File: src/rtl/calc_input_conditioner.sv
// ---------------------------------------------------------------------------
// calc_input_conditioner
//
// Front end for the calculator's Enter/Clear push-buttons and switch bank.
// Every raw input is brought into the clock domain through a 2-flop
// synchronizer. Each button then passes through its own debounce FSM.
// Each accepted press produces exactly one single-cycle strobe. A snapshot
// of the synchronized switches is taken on the same edge as every Enter
// strobe, so downstream logic can sample operand/opcode without seeing
// raw toggling.
//
// Optional feature (compile-time macro HOLD_REPEAT_EN):
//   When defined, holding Enter in the accepted state generates extra
//   Enter strobes. The first comes after REPEAT_DELAY cycles and the rest
//   follow every REPEAT_PERIOD cycles. Each repeat also reloads the switch
//   snapshot. Clear never repeats.
//   When undefined, the hold counter does not exist and each press gives
//   exactly one strobe.
//
// Ports:
//   clock         in   1         system clock, rising edge
//   reset_n       in   1         asynchronous active-low reset
//   enter_btn     in   1         raw Enter button (1 = pressed), async
//   clear_btn     in   1         raw Clear button (1 = pressed), async
//   switches_in   in   SW_WIDTH  raw switch levels, async
//   enter_pulse   out  1         one-cycle strobe per accepted Enter press
//   clear_pulse   out  1         one-cycle strobe per accepted Clear press
//   switches_out  out  SW_WIDTH  switch snapshot taken at last enter_pulse
//   enter_level   out  1         debounced Enter level
// ---------------------------------------------------------------------------
module calc_input_conditioner #(
  parameter int SW_WIDTH        = 12,
  parameter int DEBOUNCE_CYCLES = 500000,
  parameter int REPEAT_DELAY    = 25000000,
  parameter int REPEAT_PERIOD   = 5000000
) (
  input  logic                clock,
  input  logic                reset_n,
  input  logic                enter_btn,
  input  logic                clear_btn,
  input  logic [SW_WIDTH-1:0] switches_in,
  output logic                enter_pulse,
  output logic                clear_pulse,
  output logic [SW_WIDTH-1:0] switches_out,
  output logic                enter_level
);

  // The encoding places the debounced level in bit 1. That bit is 1 in
  // PRESSED and RELEASE_WAIT.
  typedef enum logic [1:0] {
    ST_RELEASED     = 2'b00,
    ST_PRESS_WAIT   = 2'b01,
    ST_PRESSED      = 2'b10,
    ST_RELEASE_WAIT = 2'b11
  } btn_state_t;

  localparam int CNT_W = $clog2(DEBOUNCE_CYCLES);
  localparam logic [CNT_W-1:0] CNT_LAST = CNT_W'(DEBOUNCE_CYCLES - 1);

  // Reject timing parameters that would make the counters meaningless.
  if (DEBOUNCE_CYCLES < 2 || REPEAT_DELAY < 1 || REPEAT_PERIOD < 1) begin : g_param_check
    $error("calc_input_conditioner: invalid timing parameters");
  end

  // -------------------------------------------------------------------------
  // Input synchronizers. Bit 0 is Enter and bit 1 is Clear.
  // -------------------------------------------------------------------------
  logic [1:0]          btn_meta_reg;
  logic [1:0]          btn_sync_reg;
  logic [SW_WIDTH-1:0] sw_meta_reg;
  logic [SW_WIDTH-1:0] sw_sync_reg;

  always_ff @(posedge clock or negedge reset_n) begin
    if (!reset_n) begin
      btn_meta_reg <= '0;
      btn_sync_reg <= '0;
      sw_meta_reg  <= '0;
      sw_sync_reg  <= '0;
    end else begin
      btn_meta_reg <= {clear_btn, enter_btn};
      btn_sync_reg <= btn_meta_reg;
      sw_meta_reg  <= switches_in;
      sw_sync_reg  <= sw_meta_reg;
    end
  end

  // -------------------------------------------------------------------------
  // Per-button debounce FSMs.
  // press_ev is combinational. It is high during the cycle in which the FSM
  // commits to PRESSED. The output strobe register captures it on that
  // same edge, which gives a total latency of 2 + DEBOUNCE_CYCLES + 1.
  // -------------------------------------------------------------------------
  logic [1:0] press_ev;

  for (genvar gi = 0; gi < 2; gi++) begin : g_btn
    btn_state_t       state_reg;
    logic [CNT_W-1:0] cnt_reg;
    logic             synced;
    logic             fsm_ev;

    assign synced = btn_sync_reg[gi];
    assign fsm_ev = (state_reg == ST_PRESS_WAIT) && synced && (cnt_reg == CNT_LAST);

    // The counter is cleared on every state change. It can only reach
    // CNT_LAST, so it never wraps.
    always_ff @(posedge clock or negedge reset_n) begin
      if (!reset_n) begin
        state_reg <= ST_RELEASED;
        cnt_reg   <= '0;
      end else begin
        case (state_reg)
          ST_RELEASED: begin
            if (synced) begin
              state_reg <= ST_PRESS_WAIT;
              cnt_reg   <= '0;
            end
          end
          ST_PRESS_WAIT: begin
            if (!synced) begin
              state_reg <= ST_RELEASED;    // glitch dropped
              cnt_reg   <= '0;
            end else if (cnt_reg == CNT_LAST) begin
              state_reg <= ST_PRESSED;
              cnt_reg   <= '0;
            end else begin
              cnt_reg <= cnt_reg + 1'b1;
            end
          end
          ST_PRESSED: begin
            if (!synced) begin
              state_reg <= ST_RELEASE_WAIT;
              cnt_reg   <= '0;
            end
          end
          ST_RELEASE_WAIT: begin
            if (synced) begin
              state_reg <= ST_PRESSED;     // release bounce, no new press
              cnt_reg   <= '0;
            end else if (cnt_reg == CNT_LAST) begin
              state_reg <= ST_RELEASED;
              cnt_reg   <= '0;
            end else begin
              cnt_reg <= cnt_reg + 1'b1;
            end
          end
          default: begin
            state_reg <= ST_RELEASED;
            cnt_reg   <= '0;
          end
        endcase
      end
    end

    if (gi == 0) begin : g_enter
      assign enter_level = (state_reg == ST_PRESSED) || (state_reg == ST_RELEASE_WAIT);

`ifdef HOLD_REPEAT_EN
      // Hold-repeat timer. It runs only while Enter stays in PRESSED.
      // Phase 0 counts down the initial delay. Phase 1 counts repeat
      // periods. Leaving PRESSED, including the edge on which the FSM
      // leaves, clears the timer.
      localparam int HOLD_MAX = (REPEAT_DELAY > REPEAT_PERIOD) ? REPEAT_DELAY : REPEAT_PERIOD;
      localparam int HOLD_W   = (HOLD_MAX > 1) ? $clog2(HOLD_MAX) : 1;
      localparam logic [HOLD_W-1:0] DELAY_LAST  = HOLD_W'(REPEAT_DELAY - 1);
      localparam logic [HOLD_W-1:0] PERIOD_LAST = HOLD_W'(REPEAT_PERIOD - 1);

      logic [HOLD_W-1:0] hold_cnt_reg;
      logic              hold_phase_reg;
      logic              hold_active;
      logic              hold_last;
      logic              rep_ev;

      assign hold_active = (state_reg == ST_PRESSED) && synced;
      assign hold_last   = hold_phase_reg ? (hold_cnt_reg == PERIOD_LAST)
                                          : (hold_cnt_reg == DELAY_LAST);
      assign rep_ev      = hold_active && hold_last;

      always_ff @(posedge clock or negedge reset_n) begin
        if (!reset_n) begin
          hold_cnt_reg   <= '0;
          hold_phase_reg <= 1'b0;
        end else if (hold_active) begin
          if (hold_last) begin
            hold_cnt_reg   <= '0;
            hold_phase_reg <= 1'b1;
          end else begin
            hold_cnt_reg <= hold_cnt_reg + 1'b1;
          end
        end else begin
          hold_cnt_reg   <= '0;
          hold_phase_reg <= 1'b0;
        end
      end

      assign press_ev[gi] = fsm_ev | rep_ev;
`else
      assign press_ev[gi] = fsm_ev;
`endif
    end else begin : g_clear
      assign press_ev[gi] = fsm_ev;
    end
  end

  // -------------------------------------------------------------------------
  // Output strobes and switch snapshot.
  // When both buttons fire in the same cycle, Clear wins. The Enter event
  // is discarded and the snapshot is left alone.
  // -------------------------------------------------------------------------
  logic                enter_fire;
  logic                enter_pulse_reg;
  logic                clear_pulse_reg;
  logic [SW_WIDTH-1:0] switches_reg;

  assign enter_fire = press_ev[0] & ~press_ev[1];

  always_ff @(posedge clock or negedge reset_n) begin
    if (!reset_n) begin
      enter_pulse_reg <= 1'b0;
      clear_pulse_reg <= 1'b0;
      switches_reg    <= '0;
    end else begin
      enter_pulse_reg <= enter_fire;
      clear_pulse_reg <= press_ev[1];
      if (enter_fire) begin
        switches_reg <= sw_sync_reg;
      end
    end
  end

  assign enter_pulse  = enter_pulse_reg;
  assign clear_pulse  = clear_pulse_reg;
  assign switches_out = switches_reg;

endmodule

File: config.mk
export PLATFORM = sky130hd
export DESIGN_NAME = calc_input_conditioner
export DESIGN_NICKNAME = d
export VERILOG_FILES = /design/src/rtl/calc_input_conditioner.sv
export SDC_FILE = /design/constraint.sdc
export NUM_CORES = 1
export LEC_CHECK = 0
export BUFFER_PORTS_ARGS = -buffer_cell sky130_fd_sc_hd__buf_2
export CAP_MARGIN = 10
export CORE_MARGIN = 4
export CORE_UTILIZATION = 48
export CTS_CLUSTER_SIZE = 40
export DETAILED_ROUTE_END_ITERATION = 12
export HOLD_SLACK_MARGIN = 0.1
export MAX_ROUTING_LAYER = met4
export PLACE_DENSITY = 0.65
export SLEW_MARGIN = 40
export SYNTH_ARGS = -nofsm -noshare
export SYNTH_HDL_FRONTEND = slang
export SYNTH_SLANG_ARGS = --single-unit
File: constraint.sdc
create_clock -name clock -period 6.7 [get_ports clock]
set_input_delay 1.675 -clock clock [delete_from_list [all_inputs] [get_ports clock]]
set_output_delay 1.675 -clock clock [all_outputs]
set_load 0.005 [all_outputs]
==> results_dict.tcl, run 1 <==
set metrics [dict create \
    synth_area_um2 3580 \
    hold_buffers 0 \
    clock_sinks 84 \
    via_count 2489 \
    synthTopCellsByArea "dfrtp_1 59%, mux2_4 4.2%, nand2_1 3.5%" \
    r2r-start "g_btn[0].cnt_reg[0]" \
    synth.most_common_cell "dfrtp_1" \
    start_util_pct 49.4 \
    setup_violations 0 \
    timing.fmax_mhz 384 \
    ctsLongestPathBuffers 2 \
    ctsResizeCount 0 \
    grt_pass1_vias 2378 \
    min_period_ps 2600 \
    critPathMaxStageDelay_ps 430 \
    crit_chain "buf_2" \
    wire_per_inst_um 14.4 \
    synth_cell_type_count 46 \
    grt.overflow.total 0 \
    dieArea_um2 8910 \
    cp_slowest_cell "dfrtp_1" \
    p_int_mw 0.798 \
    largest_reg_flops 38 \
    switching_share_pct 32.1 \
    ys.flop_type "dfrtp_1" \
    timing.final.ws_setup_ps 4100 \
    syn_nets 335 \
    grt_setup_unrepaired "no" \
    pwr-share-comb_pct 22.9 \
    synth_area_per_cell_um2 11.3 \
    syn_inst 317 \
    syn_to_final_growth_pct 11.9 \
    slew_headroom_pct 45.7 \
    nets 364 \
    core_um2 7250 \
    critPathBufInv 1 \
    dp_hpwl_mm 4.30 \
    antenna_left 0 \
    clkPwrFrac_pct 28.5 \
    regArea_um2 2100 \
    drc 0 \
    arrival_ps 930 \
    postPlaceCellArea_um2 3800 \
    numCtsBuffers 9 \
    fillers 640 \
    r2r_slack_ps 4140 \
    post_cts_buffers 0 \
    wl_mm 6.46 \
    finalHoldViolCount 0 \
    ys_ff_latch 84 \
    cp-end-kind "output port" \
    synth.largest_area_cell "dfrtp_1" \
    die_h_um 94.4 \
    p_leak_nw 1.80 \
    antenna_found_initial 0 \
    io-pin-count 31 \
    htreeDepth 3 \
    cp_top_family "flip-flops" \
    diodes 0 \
    hold_start "sw_meta_reg[9]" \
    fin_area_um2 4010 \
    die_x_um 94.4 \
    slew_viol_final 0 \
    p_switching_mw 0.377 \
    cts_tree "yes" \
    place.gp.congestion 0.798 \
    vdd_drop_max_uv 150 \
    grt_max_degree 85 \
    final_core_utilization_pct 55.3 \
    cp_max_fo 5 \
    clkLatencyLatePin_ps 340 \
    timing.setup.tns_ps 0 \
    placement.io_buffers 30 \
    skew_ps 6.89 \
    synth.cells.most_frequent "84 x dfrtp_1, 33 x nand2_1, 19 x a31oi_1" \
    synth_edf_count 0 \
    multi_input_area_um2 1390 \
    dp_slack_ps 4160 \
    cts.clk_slew.worst_paths_ps 80 \
    first_pass_iters 4 \
    finalPower_mw 1.18 \
    yosysSeqAreaShare_pct 58.7 \
    groute.usage.overall_pct 16.5 \
    hp-class "reg -> reg" \
    grt_first_pass_wirelength_mm 11.3 \
    start_kind "register" \
    synth_async_sr_flop_share_pct 100 \
    crit_type "reg -> out" \
    outcome "finished clean" \
    layout-drive-gt1-share_pct 18.9 \
    drt-vias-per-instance 5.54 \
    drt-initial-drc-count 126 \
    cap_violations 0 \
    clock-root-buffer "clkbuf_8" \
    p_seq_share_pct 48.6 \
    yosysWarningCount 0 \
    post-route-period-util_pct 38.9 \
    worstMarginPinSlew_ps 811 \
    required_ps 5030 \
    synth_top_area_share_pct 58.7 \
    rows 31 \
    p_per_area_nw_per_um2 293 \
]
==> metrics by stage <==
stage / cells / hold slack (ps)
finish: 449 / 350
detailed placement: 433 / 335
global route: 449 / 358
CTS: 448 / 352
global placement: 433 / 332
floorplan: 317 / 331
==> worst paths after layout <==
path / to / cells past startpoint
max in group asynchronous: asynchronous set/reset pin / 2
setup / recovery: enter_level / 1
setup reg to reg: switches_out[0] / 6
hold reg to reg: sw_sync_reg[9] / 0
min in group asynchronous: sw_sync_reg[0] / 1
hold / removal: sw_sync_reg[9] / 0
==> area by class of cell <==
class                      count  area share (%)
sequential                    84            52.5
multi-input combinational    211            34.6
timing repair buffer          32            4.59
clock buffer                  10            3.18
tap                           99            3.09
clock inverter                 5            1.34
inverter                       8           0.749
==> cells by family after synthesis <==
| kind of cell | share of synthesized area [%] |
|---|---|
| AND/OR/NAND/NOR | 16.7 |
| flip-flops | 58.7 |
| AO/OA/AOI/OAI | 13.9 |
| buffers and inverters | 2.86 |
| multiplexers | 5.73 |
| XOR/XNOR | 1.47 |
| adder cells (fa/ha/maj) | 0.698 |
==> worst reg2reg max path, delay by kind of cell (launching register included) <==
| family | cells | cell delay (ps) |
|---|---|---|
| DFF | 1 | 380 |
| muxes | 1 | 360 |
| adders and majority gates | 1 | 210 |
| and+or+nand+nor | 4 | 1500 |
==> metal layers <==
| metal | up-vias | share of wire, % | track usage [%] |
|---|---|---|---|
| met1 | 1219 | 51 | 23.4 |
| met5 | - | 0 | - |
| met3 | 7 | 3.9 | 2.87 |
| met2 | 43 | 44 | 24.1 |
| li1 | 1220 | - | - |
| met4 | 0 | 1.0 | 5.78 |
==> power groups by stage <==
| stage | registers (mW) | logic (mW) | clock network (mW) |
|---|---|---|---|
| finish | 0.571 | 0.269 | 0.335 |
| global route | 0.578 | 0.306 | 0.367 |
| CTS | 0.571 | 0.265 | 0.347 |
| detailed placement | 0.581 | 0.262 | 0 |
| global placement | 0.579 | 0.259 | 0 |
| floorplan | 0.571 | 0.202 | 0 |
==> cell usage in the layout, fill, tap and decap left out, types with 3 or more instances in the layout <==
cell type	instances
a21o_1	6
inv_1	8
buf_2	29
a41oi_1	3
clkbuf_8	9
a31oi_1	19
or3_1	5
nor4_1	3
nand2b_1	5
a21oi_1	18
clkinv_2	3
mux2_4	10
a22o_1	6
nor3_1	4
mux2_1	3
nand2_1	33
o21ai_0	16
and3_1	5
dfrtp_1	84
nand3_1	18
nor2_1	14
nand4_1	7
xor2_1	4
and4_1	3
No activity file was read; power rests on OpenSTA's default activity.
==> run 2: changes to the inputs <==
- PLACE_DENSITY: 0.65 -> 0.68
- clock period: 6.7 -> 2.2 ns (I/O delays scaled with it)
==> results_dict.tcl, run 2 (synthesis gave the netlist of run 1 again) <==
set metrics [dict create \
    place_inst 471 \
    grt_first_pass_wirelength_mm 13.4 \
    p_switching_mw 1.26 \
    r2r-end "switches_out[11]" \
    wl_met1_mm 3.22 \
    skew_ps 10.5 \
    antenna_found_initial 0 \
    p_int_mw 2.86 \
    reg2reg_depth 6 \
    diodes 0 \
    layout.cells.non_filler 491 \
    clkLatencyLatePin_ps 360 \
    via_count 2699 \
    largest_reg_flops 38 \
    start_util_pct 49.4 \
    rows 31 \
    cap_violations 0 \
    numCtsBuffers 9 \
    syn_to_final_growth_pct 22.8 \
    post-route-period-util_pct 99.8 \
    timing.setup.tns_ps 0 \
    io-pin-count 31 \
    wl_met2_mm 4.09 \
    drc 0 \
    htreeDepth 3 \
    dieArea_um2 8910 \
    core_um2 7250 \
    slew_viol_final 0 \
    cts_tree "yes" \
    clock-root-buffer "clkbuf_8" \
    ctsLongestPathBuffers 2 \
    p_seq_share_pct 42.1 \
    postPlaceCellArea_um2 4090 \
    slew_headroom_pct 55.6 \
    fillers 605 \
    min_period_ps 2200 \
    first_pass_iters 4 \
    required_ps 2440 \
    arrival_ps 2440 \
    nets 405 \
    antenna_left 0 \
    hp-class "in -> async" \
    clock_sinks 84 \
    wire_per_inst_um 15.8 \
    layout-drive-gt1-share_pct 29.1 \
    placement.io_buffers 30 \
    p_leak_nw 2.06 \
    cp_max_fo 6 \
    final_core_utilization_pct 60.7 \
    drt-initial-drc-count 132 \
    grt_pass1_vias 2828 \
    timing.fmax_mhz 455 \
    hold_buffers 0 \
    final_common_cell "dfrtp_1" \
    grt_max_degree 42 \
    cts.clk_slew.worst_paths_ps 90 \
    setup_violations 0 \
    finalHoldViolCount 0 \
    outcome "finished clean" \
    wl_met3_um 329 \
    start_kind "register" \
    cp-end-kind "register" \
    r2r_slack_ps 3 \
    switching_share_pct 30.7 \
    dp_hpwl_mm 5.35 \
    p_per_area_nw_per_um2 936 \
    die_h_um 94.4 \
    worstMarginPinSlew_ps 666 \
    drt-vias-per-instance 5.50 \
    grt_setup_unrepaired "yes" \
    groute.usage.overall_pct 20.0 \
    place.gp.congestion 0.831 \
    die_x_um 94.4 \
    top_layer_used "met4" \
    layout_common_cells "84 x dfrtp_1, 43 x buf_4, 33 x nand2_1, 29 x buf_2, 19 x a31oi_1" \
    vdd_drop_max_uv 675 \
    pwr-share-comb_pct 24.7 \
    wl_mm 7.75 \
    grt.overflow.total 0 \
    crit_type "reg -> reg" \
    clkPwrFrac_pct 33.2 \
    fin_area_um2 4400 \
    r2r-start "g_btn[0].cnt_reg[1]" \
]
-- run 2: timing repair --
| item | in CTS | in global routing |
|---|---|---|
| cloned | 1 | 0 |
| resized for setup | 5 | 1 |
| hold endpoints to repair | 0 | 0 |
| setup endpoints to repair | 12 | 12 |
| pin swaps | 2 | 0 |
| setup buffers | 0 | 3 |
-- run 2: worst max path at each step --
stage	from	endpoint	depth (start not counted)
after floorplan	g_btn[0].cnt_reg[0]	switches_out[10]	8
after global placement	g_btn[1].cnt_reg[11]	switches_out[0]	5
after detailed placement	g_btn[0].cnt_reg[1]	switches_out[11]	6
after CTS	g_btn[0].cnt_reg[1]	switches_out[11]	6
after global routing	g_btn[0].cnt_reg[1]	switches_out[11]	6
final	g_btn[0].cnt_reg[1]	switches_out[11]	6
-- run 2: cell type report --
class / count / area (µm²) / share of cell area [%]
clock buffer: 10 / 138 / 3.13
clock inverter: 6 / 118 / 2.67
inverter: 8 / 30.0 / 0.682
multi-input combinational: 212 / 1420 / 32.3
sequential: 84 / 2100 / 47.8
tap: 99 / 124 / 2.81
timing repair buffer: 72 / 468 / 10.6
-- run 2: through the flow --
| step | power, mW | hold WS [ps] | setup slack, ps |
|---|---|---|---|
| global placement | 2.72 | 332 | -54.3 |
| floorplan | 2.35 | 254 | -82.1 |
| CTS | 4.14 | 158 | 10.7 |
| global route | 4.35 | 166 | -44.4 |
| detailed placement | 2.76 | 335 | -90.8 |
| finish | 4.12 | 143 | 3.49 |
-- run 2: critical path, cell delays in order, from the launching register on --
cell	delay [ps]
dfrtp_1	370
ha_2	200
and4_4	230
nand2_4	60
or3_4	350
or4_4	520
mux2_1	350
-- run 2: power groups by stage --
stage / clock [mW] / combinational [mW] / sequential [mW]
floorplan: 0 / 0.615 / 1.74
global placement: 0 / 0.971 / 1.75
detailed placement: 0 / 1.00 / 1.76
CTS: 1.39 / 1.01 / 1.73
global route: 1.47 / 1.13 / 1.75
finish: 1.37 / 1.02 / 1.74
-- run 2: metal layers --
layer / up-vias / track usage (%)
met5: - / -
met2: 67 / 34.3
met3: 15 / 5.90
met4: 0 / 5.29
li1: 1300 / -
met1: 1317 / 23.2
==> run 3: changes to the inputs <==
- clock period: 2.2 -> 1.9 ns (I/O delays scaled with it)
==> results_dict.tcl, run 3 (synthesis gave the netlist of run 1 again) <==
set metrics [dict create \
    layout_common_cells "84 x dfrtp_1, 67 x buf_4, 33 x nand2_1, 30 x buf_2, 18 x a31oi_1" \
    p_per_area_nw_per_um2 999 \
    grt_pass1_vias 2800 \
    layout-drive-gt1-share_pct 42.2 \
    dp_hpwl_mm 5.37 \
    io-pin-count 31 \
    cp_slowest_cell "or4_4" \
    vdd_drop_max_uv 555 \
    cp-end-kind "register" \
    final_common_cell "dfrtp_1" \
    p_switching_mw 1.66 \
    arrival_ps 2400 \
    crit_chain "nor4b_4, nand2_4, or3_4, or4_4, mux2_1" \
    largest_reg_flops 38 \
    holdWs_ps 140 \
    clock-root-buffer "clkbuf_8" \
    switching_share_pct 34.0 \
    grt.overflow.total 0 \
    cts.clk_slew.worst_paths_ps 90 \
    grt_max_degree 85 \
    dieArea_um2 8910 \
    hp-class "in -> async" \
    drt-initial-drc-count 147 \
    skew_ps 13.6 \
    start_kind "register" \
    critPathMaxStageDelay_ps 520 \
    die_x_um 94.4 \
    worstMarginPinSlew_ps 505 \
    drt-vias-per-instance 5.55 \
    syn_to_final_growth_pct 36.4 \
    grt_setup_unrepaired "yes" \
    timing.fmax_mhz 462 \
    r2r-start "g_btn[0].cnt_reg[14]" \
    timing.final.ws_setup_ps -265 \
    cap_violations 0 \
    p_int_mw 3.22 \
    antenna_found_initial 0 \
    cts_tree "yes" \
    outcome "finished, violations left" \
    clkPwrFrac_pct 24.4 \
    groute.usage.overall_pct 20.0 \
    crit_type "reg -> reg" \
    place_inst 497 \
    dp_slack_ps -385 \
    slew_viol_final 0 \
    via_count 2932 \
    critPathBufInv 0 \
    numCtsBuffers 9 \
    core_um2 7250 \
    slew_headroom_pct 66.1 \
    first_pass_iters 4 \
    pwr-share-comb_pct 35.0 \
    nets 442 \
    die_h_um 94.4 \
    clock_sinks 84 \
    layout.cells.non_filler 528 \
    clkLatencyLatePin_ps 350 \
    finalHoldViolCount 0 \
    setup_violations 29 \
    drc 0 \
    placement.io_buffers 30 \
    critical_path_depth 5 \
    r2r_slack_ps -270 \
    wl_mm 8.42 \
    cp_max_fo 6 \
    post-route-period-util_pct 114 \
    r2r-end "switches_out[0]" \
    start_util_pct 49.4 \
    place.gp.congestion 0.805 \
    rows 31 \
    htreeDepth 3 \
    cp_top_family "simple AND/OR/NAND/NOR gates" \
    grt_first_pass_wirelength_mm 13.4 \
    min_period_ps 2170 \
    reg2reg_depth 5 \
    diodes 0 \
    p_leak_nw 2.28 \
    required_ps 2130 \
    ctsLongestPathBuffers 2 \
    p_seq_share_pct 40.6 \
    wire_per_inst_um 16.0 \
    violations "negative setup slack" \
    antenna_left 0 \
]
==> run 3: cell count changes in the layout (fill, tap and decap cells not counted), moves of 3 or more <==
cell,previous run,this run
a41oi_2,0,3
o21ai_1,0,4
a21oi_2,0,8
bufinv_16,3,0
o21ai_2,0,3
buf_6,0,9
o21ai_0,16,9
a41oi_1,3,0
buf_4,43,67
a21oi_1,18,8
==> run 3: cell type report <==
type / instances / area [µm²]
Sequential cell: 84 / 2100
Clock buffer: 10 / 138
Timing Repair Buffer: 109 / 820
Inverter: 8 / 30.0
Clock inverter: 6 / 46.3
Fill cell: 521 / 2370
Tap cell: 99 / 124
Multi-Input combinational cell: 212 / 1630
==> run 3: how the worst max path moves through the flow <==
stage | endpoint | start | slack [ps]
2_1_floorplan | switches_out[10] | g_btn[0].cnt_reg[0] | -380
3_3_place_gp | switches_out[11] | g_btn[0].cnt_reg[1] | -320
3_5_place_dp | switches_out[11] | g_btn[0].cnt_reg[0] | -380
4_1_cts | switches_out[0] | g_btn[0].cnt_reg[5] | -260
5_1_grt | switches_out[0] | g_btn[0].cnt_reg[14] | -310
6_report | switches_out[0] | g_btn[0].cnt_reg[14] | -270
==> run 3: per-stage QoR <==
stage	area (µm²)	setup TNS [ps]	util, %	total power [mW]
2_1_floorplan	3630	-4360	-	2.77
3_3_place_gp	4320	-3680	59.6	3.30
3_5_place_dp	4320	-4310	59.6	3.35
4_1_cts	4740	-3730	65.3	4.74
5_1_grt	4880	-5450	67.3	5.13
6_report	4880	-4230	67.3	4.88
==> run 3: layer usage <==
layer | share of wire (%) | GRT usage [%]
met1 | 46 | 27.4
met4 | 1.6 | 6.50
met2 | 47 | 30.3
met3 | 5.0 | 3.82
met5 | 0 | -
==> run 3: repair_timing <==
item | 4_1_cts | 5_1_grt
endpoints found under the setup margin | 20 | 48
buffers inserted | 8 | 8
pin swaps | 19 | 12
cloned | 2 | 1
hold buffers | 0 | 0
resized for setup | 35 | 26
==> run 3: power by group through the flow <==
stage | Sequential, mW | Combinational, mW | Clock, mW
after floorplan | 2.01 | 0.754 | 0
after global routing | 2.00 | 1.84 | 1.29
final | 1.98 | 1.71 | 1.19
after CTS | 1.98 | 1.55 | 1.22
after global placement | 2.00 | 1.30 | 0
after detailed placement | 2.01 | 1.33 | 0
